--- src/rtl/read_valid_pipe.sv ---
// Per-channel read-latency tracker: read enable -> read-valid strobe LATENCY cycles later, carrying a tag.
// Optional burst mode drops the first beat of each enable burst; in-flight counters and flush support drain/abort.
module read_valid_pipe #(
  parameter  int CHANNELS  = 4,
  parameter  int LATENCY   = 2,
  parameter  int TAG_WIDTH = 4,
  localparam int CNT_WIDTH = $clog2(LATENCY + 1)
) (
  input  logic                            clock,
  input  logic                            reset,
  input  logic [CHANNELS-1:0]             readEnable,
  input  logic [CHANNELS*TAG_WIDTH-1:0]   readTag,
  input  logic [CHANNELS-1:0]             burstMode,
  input  logic                            flush,
  output logic [CHANNELS-1:0]             readValid,
  output logic [CHANNELS*TAG_WIDTH-1:0]   validTag,
  output logic [CHANNELS*CNT_WIDTH-1:0]   inFlight,
  output logic                            busy
);

  if (LATENCY < 1) begin : g_bad_latency
    $error("read_valid_pipe: LATENCY must be at least 1");
  end

  logic [CHANNELS-1:0]  prev_en;
  logic [CHANNELS-1:0]  first_beat;
  logic [CHANNELS-1:0]  accept;
  logic [CHANNELS-1:0]  emit;
  logic [LATENCY-1:0]   stage_vld [CHANNELS];
  logic [TAG_WIDTH-1:0] stage_tag [CHANNELS][LATENCY];
  logic [CNT_WIDTH-1:0] cnt_q     [CHANNELS];
  logic [CNT_WIDTH-1:0] cnt_d     [CHANNELS];
  logic                 busy_d;

  always_comb begin
    first_beat = readEnable & ~prev_en;
    accept     = readEnable & ~(burstMode & first_beat) & {CHANNELS{~flush}};
    busy_d     = 1'b0;
    for (int c = 0; c < CHANNELS; c++) begin
      emit[c]  = stage_vld[c][LATENCY-1];
      cnt_d[c] = cnt_q[c];
      if (flush) begin
        cnt_d[c] = '0;
      end else begin
        case ({accept[c], emit[c]})
          2'b10:   cnt_d[c] = cnt_q[c] + CNT_WIDTH'(1);
          2'b01:   cnt_d[c] = cnt_q[c] - CNT_WIDTH'(1);
          default: cnt_d[c] = cnt_q[c];
        endcase
      end
      busy_d = busy_d | (cnt_d[c] != '0);
    end
  end

  // prevEn tracks the raw enable even during flush so burst detection stays correct afterwards.
  always_ff @(posedge clock) begin
    if (!reset) begin
      prev_en <= '0;
      busy    <= 1'b0;
      for (int c = 0; c < CHANNELS; c++) begin
        stage_vld[c] <= '0;
        cnt_q[c]     <= '0;
        for (int s = 0; s < LATENCY; s++) stage_tag[c][s] <= '0;
      end
    end else begin
      prev_en <= readEnable;
      busy    <= busy_d;
      for (int c = 0; c < CHANNELS; c++) begin
        cnt_q[c] <= cnt_d[c];
        if (flush) begin
          stage_vld[c] <= '0;
          for (int s = 0; s < LATENCY; s++) stage_tag[c][s] <= '0;
        end else begin
          stage_vld[c][0] <= accept[c];
          stage_tag[c][0] <= accept[c] ? readTag[c*TAG_WIDTH +: TAG_WIDTH] : '0;
          for (int s = 1; s < LATENCY; s++) begin
            stage_vld[c][s] <= stage_vld[c][s-1];
            stage_tag[c][s] <= stage_tag[c][s-1];
          end
        end
      end
    end
  end

  always_comb begin
    readValid = '0;
    validTag  = '0;
    inFlight  = '0;
    for (int c = 0; c < CHANNELS; c++) begin
      readValid[c]                        = stage_vld[c][LATENCY-1];
      validTag[c*TAG_WIDTH +: TAG_WIDTH]  = stage_tag[c][LATENCY-1];
      inFlight[c*CNT_WIDTH +: CNT_WIDTH]  = cnt_q[c];
    end
  end

endmodule

--- config.mk ---
export PLATFORM = sky130hd
export DESIGN_NAME = read_valid_pipe
export DESIGN_NICKNAME = d
export VERILOG_FILES = /design/src/rtl/read_valid_pipe.sv
export SDC_FILE = /design/constraint.sdc
export NUM_CORES = 1
export LEC_CHECK = 0
export ABC_AREA = 0
export CAP_MARGIN = 20
export CELL_PAD_IN_SITES_DETAIL_PLACEMENT = 0
export CELL_PAD_IN_SITES_GLOBAL_PLACEMENT = 1
export CORE_AREA = 2 2 76 78
export DETAILED_ROUTE_END_ITERATION = 8
export DIE_AREA = 0 0 78 80
export GPL_TIMING_DRIVEN = 0
export HOLD_SLACK_MARGIN = 0.02
export PLACE_DENSITY = 0.83
export SETUP_SLACK_MARGIN = 0.05
export SLEW_MARGIN = 15
export SYNTH_ARGS = -nofsm -noshare
export SYNTH_HDL_FRONTEND = slang
export SYNTH_SLANG_ARGS = --single-unit
--- constraint.sdc ---
create_clock -name clock -period 3.05 [get_ports clock]
set_input_delay 0.305 -clock clock [delete_from_list [all_inputs] [get_ports clock]]
set_output_delay 0.305 -clock clock [all_outputs]
set_load 0.02 [all_outputs]
# ---- After elaboration in Yosys (flattened, before gate mapping)
# Memories as Yosys holds them, arrays and structs flattened.
# Index checks and enable logic that the tools add are counted.
dict set report word_totals {
  reg_bits 5
  ramBits 48
  word_cells 119
  n_memories 3
}
# memory words width read_ports rd_clocked_by_memory_dff wr line
set mem_list {}
lappend mem_list {stage_tag 4 8 4 0 4 30} ;# logic [TAG_WIDTH-1:0] stage_tag [CHANNELS][LATENCY];
lappend mem_list {cnt_q 4 2 4 0 4 31} ;# logic [CNT_WIDTH-1:0] cnt_q [CHANNELS];
lappend mem_list {stage_vld 4 2 4 0 4 29} ;# logic [LATENCY-1:0] stage_vld [CHANNELS];
dict set report op_classes {
  add_sub_neg 8
  n_eq_ne 8
  muxes 52
  bitwise_logic 42
  n_reduce_logical 4
}
# op n
set op_table {}
lappend op_table {{2-to-1 mux 4 bit} 20}
lappend op_table {{bitwise OR 1 bit} 35}
lappend op_table {{2-to-1 mux 2 bit} 12}
lappend op_table {{AND 4 bit} 4}
lappend op_table {{2-to-1 mux 1 bit} 16}
lappend op_table {{one-hot mux 2 bit (2 select lines)} 4}
lappend op_table {{adder 2 x 1 -> 2 bit, second input constant} 4}
lappend op_table {{equality test 2 x 1 -> 1 bit, second input constant} 4}
lappend op_table {{equality test 2 bit, second input constant} 4}
lappend op_table {{inverter 4 bit} 2}
lappend op_table {{nonzero test 2 bit} 4}
lappend op_table {{subtractor 2 x 1 -> 2 bit, second input constant} 4}
lappend op_table {{inverter 1 bit} 1}

# ---- Logic depth before layout (Yosys ltp)
dict set report logic_depth {
  word_depth 13
  depth_mapped 7
}

# ---- Worst setup path before layout
# OpenSTA, ideal clock, no wires.
dict set report synth_path {
  path_kind {input -> register}
  from {input flush}
  to {register busy}
  arrival_ps 1698
  t_required_ps 2972
  setup_slack_ps 1274
  cell_stages 7
  path_cell_list {buf_2 -> nand3b_1 -> ha_1 -> xor2_1 -> and4_2 -> a31o_1 -> a41oi_2}
}
dict set report synth_via {
  elab_chain_cells 9
}
# item line
set synth_rtl {}
lappend synth_rtl {{from (decl)} 14} ;# input logic flush,
lappend synth_rtl {{inverter 1 bit} 37} ;# accept = readEnable & ~(burstMode & first_beat) & {CHANNELS{~flush}};
lappend synth_rtl {{AND 4 bit} 37}
lappend synth_rtl {{equality test 2 x 1 -> 1 bit / equality test 2 bit (equally long branches)} 45} ;# case ({accept[c], emit[c]})
lappend synth_rtl {{one-hot mux 2 bit (2 select lines)} 45}
lappend synth_rtl {{2-to-1 mux 2 bit} 42} ;# if (flush) begin
lappend synth_rtl {{nonzero test 2 bit} 51} ;# busy_d = busy_d | (cnt_d[c] != '0);
lappend synth_rtl {{bitwise OR 1 bit (2 in a row)} 51}
lappend synth_rtl {{bitwise OR 1 bit (*)} 51}
lappend synth_rtl {{to (signal assigned)} 67} ;# busy <= busy_d;
lappend synth_rtl {{to (decl)} 18} ;# output logic busy
# Mark *: on every way between the ends. The rest lies on a longest branch, timed or not.
# A chain may end at the register's enable or synchronous reset.

# ---- Final worst setup path
# Same ends and word-level chain as after synthesis.

==> parameters.txt <==
Parameter                              Value

Drt
  Number of detailed-routing iterations run before antenna repair ... 4
  Number of nets with antenna violations after detailed routing ... 0
  Final routed DRC violation total ... 0
  Total length of routed wires ... 3420 microns
  Routed wirelength normalized by instance count ... 10.1 microns
  Iter 0 DRT Violations ... 45
  Met3 WL ... 163 microns
  DRT met1 WL ... 1580 microns
  Wire length on met2 ... 1610 microns
  Topmost layer with routed signal wires ... met4
  Vias ... 1323
  DR vias/cell ... 3.93

Floorplan
  Effective utilization at floorplan ... 40.4%
  I/O pin cnt ... 56
  Die Footprint ... 6240 sq um
  Standard-cell rows ... 27
  Chip Width ... 78 microns
  Height of the die ... 80 microns
  Core Region ... 5410 sq um

CTS
  Buffer type at the clock tree root ... sky130_fd_sc_hd__clkbuf_8
  CTS-repair resized insts ... 0
  Clock tree from TritonCTS ... built
  CTS H-tree depth ... 2
  Clock latency of the later-clocked register in the worst-skew pair ... 300 ps
  Hold buffer count at CTS ... 0
  Sinks on the clock net ... 53
  Total clock buffers created by CTS ... 5
  Bufs on Longest Clock Path ... 2
  Post-CTS Setup Bufs ... 0
  Post-CTS clock slew at the launch and capture registers of the worst setup and hold paths ... 90 ps

Global routing
  Largest net degree at the start of global routing ... 16
  Global-route congestion overflow total ... 0
  Vias in the first global route ... 1228
  GRT Overall Usage ... 12.2%
  First-pass GRT wire length ... 5670 microns
  Antenna violations before repair ... 0

Final layout
  Non-Filler Instances ... 337
  Fraction of layout cells with a size suffix above 1 ... 11.3%
  Number of antenna repair diodes ... 0
  Synth-to-Final Area Change ... 39.1%
  Final Instance Area ... 3040 sq um
  Most frequent standard cell in the layout excluding fill and tap cells ... sky130_fd_sc_hd__clkdlybuf4s50_1
  Count of nets after finishing ... 295
  Leading cell types in the layout, fill and taps excluded ... sky130_fd_sc_hd__clkdlybuf4s50_1 (55), sky130_fd_sc_hd__and2_1 (40), sky130_fd_sc_hd__edfxtp_1 (36), sky130_fd_sc_hd__conb_1 (36), sky130_fd_sc_hd__buf_4 (20)

Place
  Number of I/O port buffers ... 55
  RD Place Congestion ... 0.729
  Detailed placement HPWL ... 2550 microns
  Cell Area, Placed ... 2960 sq um
  Dpl cells ... 329

Synth
  Avg Inst Size Synth ... 13.1 sq um
  Yosys warns ... 0
  Library cells used by synthesis ... 23
  Share of the yosys chip area belonging to registers ... 65.1%
  Cells after Synth ... 167
  Number of synthesized register bits ... 53
  Cell area after synthesis ... 2180 sq um

Setup path
  Critical Path End Type ... flip-flop
  Worst setup path category ... in -> reg
  Data arrival at the endpoint of the critical path ... 2270 ps
  Critical path peak fanout ... 10
  Required time of the worst setup path ... 3280 ps
  Setup crit start kind ... primary input

Pwr
  Largest voltage drop on the vdd net ... 0.284 mV
  Leak Pwr ... 0.00123 uW
  Power density relative to cell area ... 451 nW/um^2

STA
  Achievable frequency ... 489 MHz
  Final-report hold violation count ... 0
  RSZ-0062 raised after global routing ... no
  Final Setup Violations ... 0
  Worst clock skew on the final layout ... 9.49 ps
  Max Slew Vio Count ... 0
  Fin Hold WS ... 508 ps
  Period utilization ... 67.1%
  Fin crit period ... 2050 ps
  Setup Total Neg Slack ... 0 ps

Min path
  Class of the tightest hold or removal check ... reg -> reg

Job
  Number of max-cap violations ... 0

Status
  Run status ... finished clean
## report_power, final
group          internal (uW)  switching (uW)
clock network            160             215
logic                    104            81.4
registers                798            11.4
total                   1060             308
## state kept, by name (all words and copies together), names as in the netlist
signal and flops:
busy 1, stage_tag 32, cnt_q 8, stage_vld 8
prev_en 4
## stage by stage
| step | power, uW | utilization (%) | setup WS [ps] |
|---|---|---|---|
| final | 1370 | 56.2 | 1000 |
| after global routing | 1430 | 56.2 | 948 |
| after CTS | 1390 | 56.2 | 1010 |
| after detailed placement | 1010 | 54.7 | 694 |
| after global placement | 1010 | 54.7 | 684 |
| after floorplan | 926 | - | 1270 |
## worst max-delay path, cell delays in order
cell                              delay (ps)
sky130_fd_sc_hd__clkdlybuf4s50_1         430
sky130_fd_sc_hd__buf_2                   200
sky130_fd_sc_hd__nand3b_1                190
sky130_fd_sc_hd__ha_1                    310
sky130_fd_sc_hd__xor2_1                  180
sky130_fd_sc_hd__and4_2                  230
sky130_fd_sc_hd__a31o_1                  230
sky130_fd_sc_hd__a41oi_2                 180
## kinds of logic after synthesis
| kind of cell | synth area share [%] |
|---|---|
| buf+inv | 7.62 |
| compound gates | 2.87 |
| simple gates | 18.3 |
| fa+ha+maj | 2.29 |
| mux | 0.458 |
| flops | 65.1 |
| other cells | 0.172 |
| xor+xnor | 3.21 |
## area by class of cell
| cell class | count | area (sq um) |
|---|---|---|
| clock buffers | 6 | 72.6 |
| repair buffers | 55 | 551 |
| multi-input cells | 125 | 727 |
| fillers | 497 | 2370 |
| well taps | 72 | 90.1 |
| clock inverters | 2 | 10.0 |
| plain buffers | 23 | 163 |
| inverters | 1 | 3.75 |
| flip-flops and latches | 53 | 1420 |
## per-layer routing
metal / vias to the layer above / track usage (%)
li1: 703 / -
met1: 579 / 15.0
met2: 36 / 19.7
met3: 5 / 3.96
met4: 0 / 5.26
met5: - / 0
## final timing paths
| kind | to | start | depth (start not counted) | slack (ps) |
|---|---|---|---|---|
| max | busy | flush | 8 | 1000 |
| min | stage_tag[0][1] | stage_tag[0][5] | 1 | 510 |
| max reg2reg | busy | prev_en[2] | 7 | 1310 |
| min reg2reg | stage_tag[0][1] | stage_tag[0][5] | 1 | 510 |
## cells in the mapped netlist, drive strengths merged
cell type	n	area [sq um]
o21ai	3	15.0
nor2b	1	6.26
mux2i	1	10.0
a31o	1	8.76
conb	1	3.75
nand2b	5	31.3
and4	1	10.0
nand3b	4	30.0
or3	3	18.8
ha	4	50.1
a21o	2	15.0
xnor2	4	35.0
and2	40	250
a41oi	1	16.3
a211oi	1	7.51
clkinv	1	3.75
nor2	14	52.6
edfxtp	36	1080
xor2	4	35.0
dfxtp	17	340
buf	21	155
clkbuf	2	7.51
No activity file was read; power rests on OpenSTA's default activity.
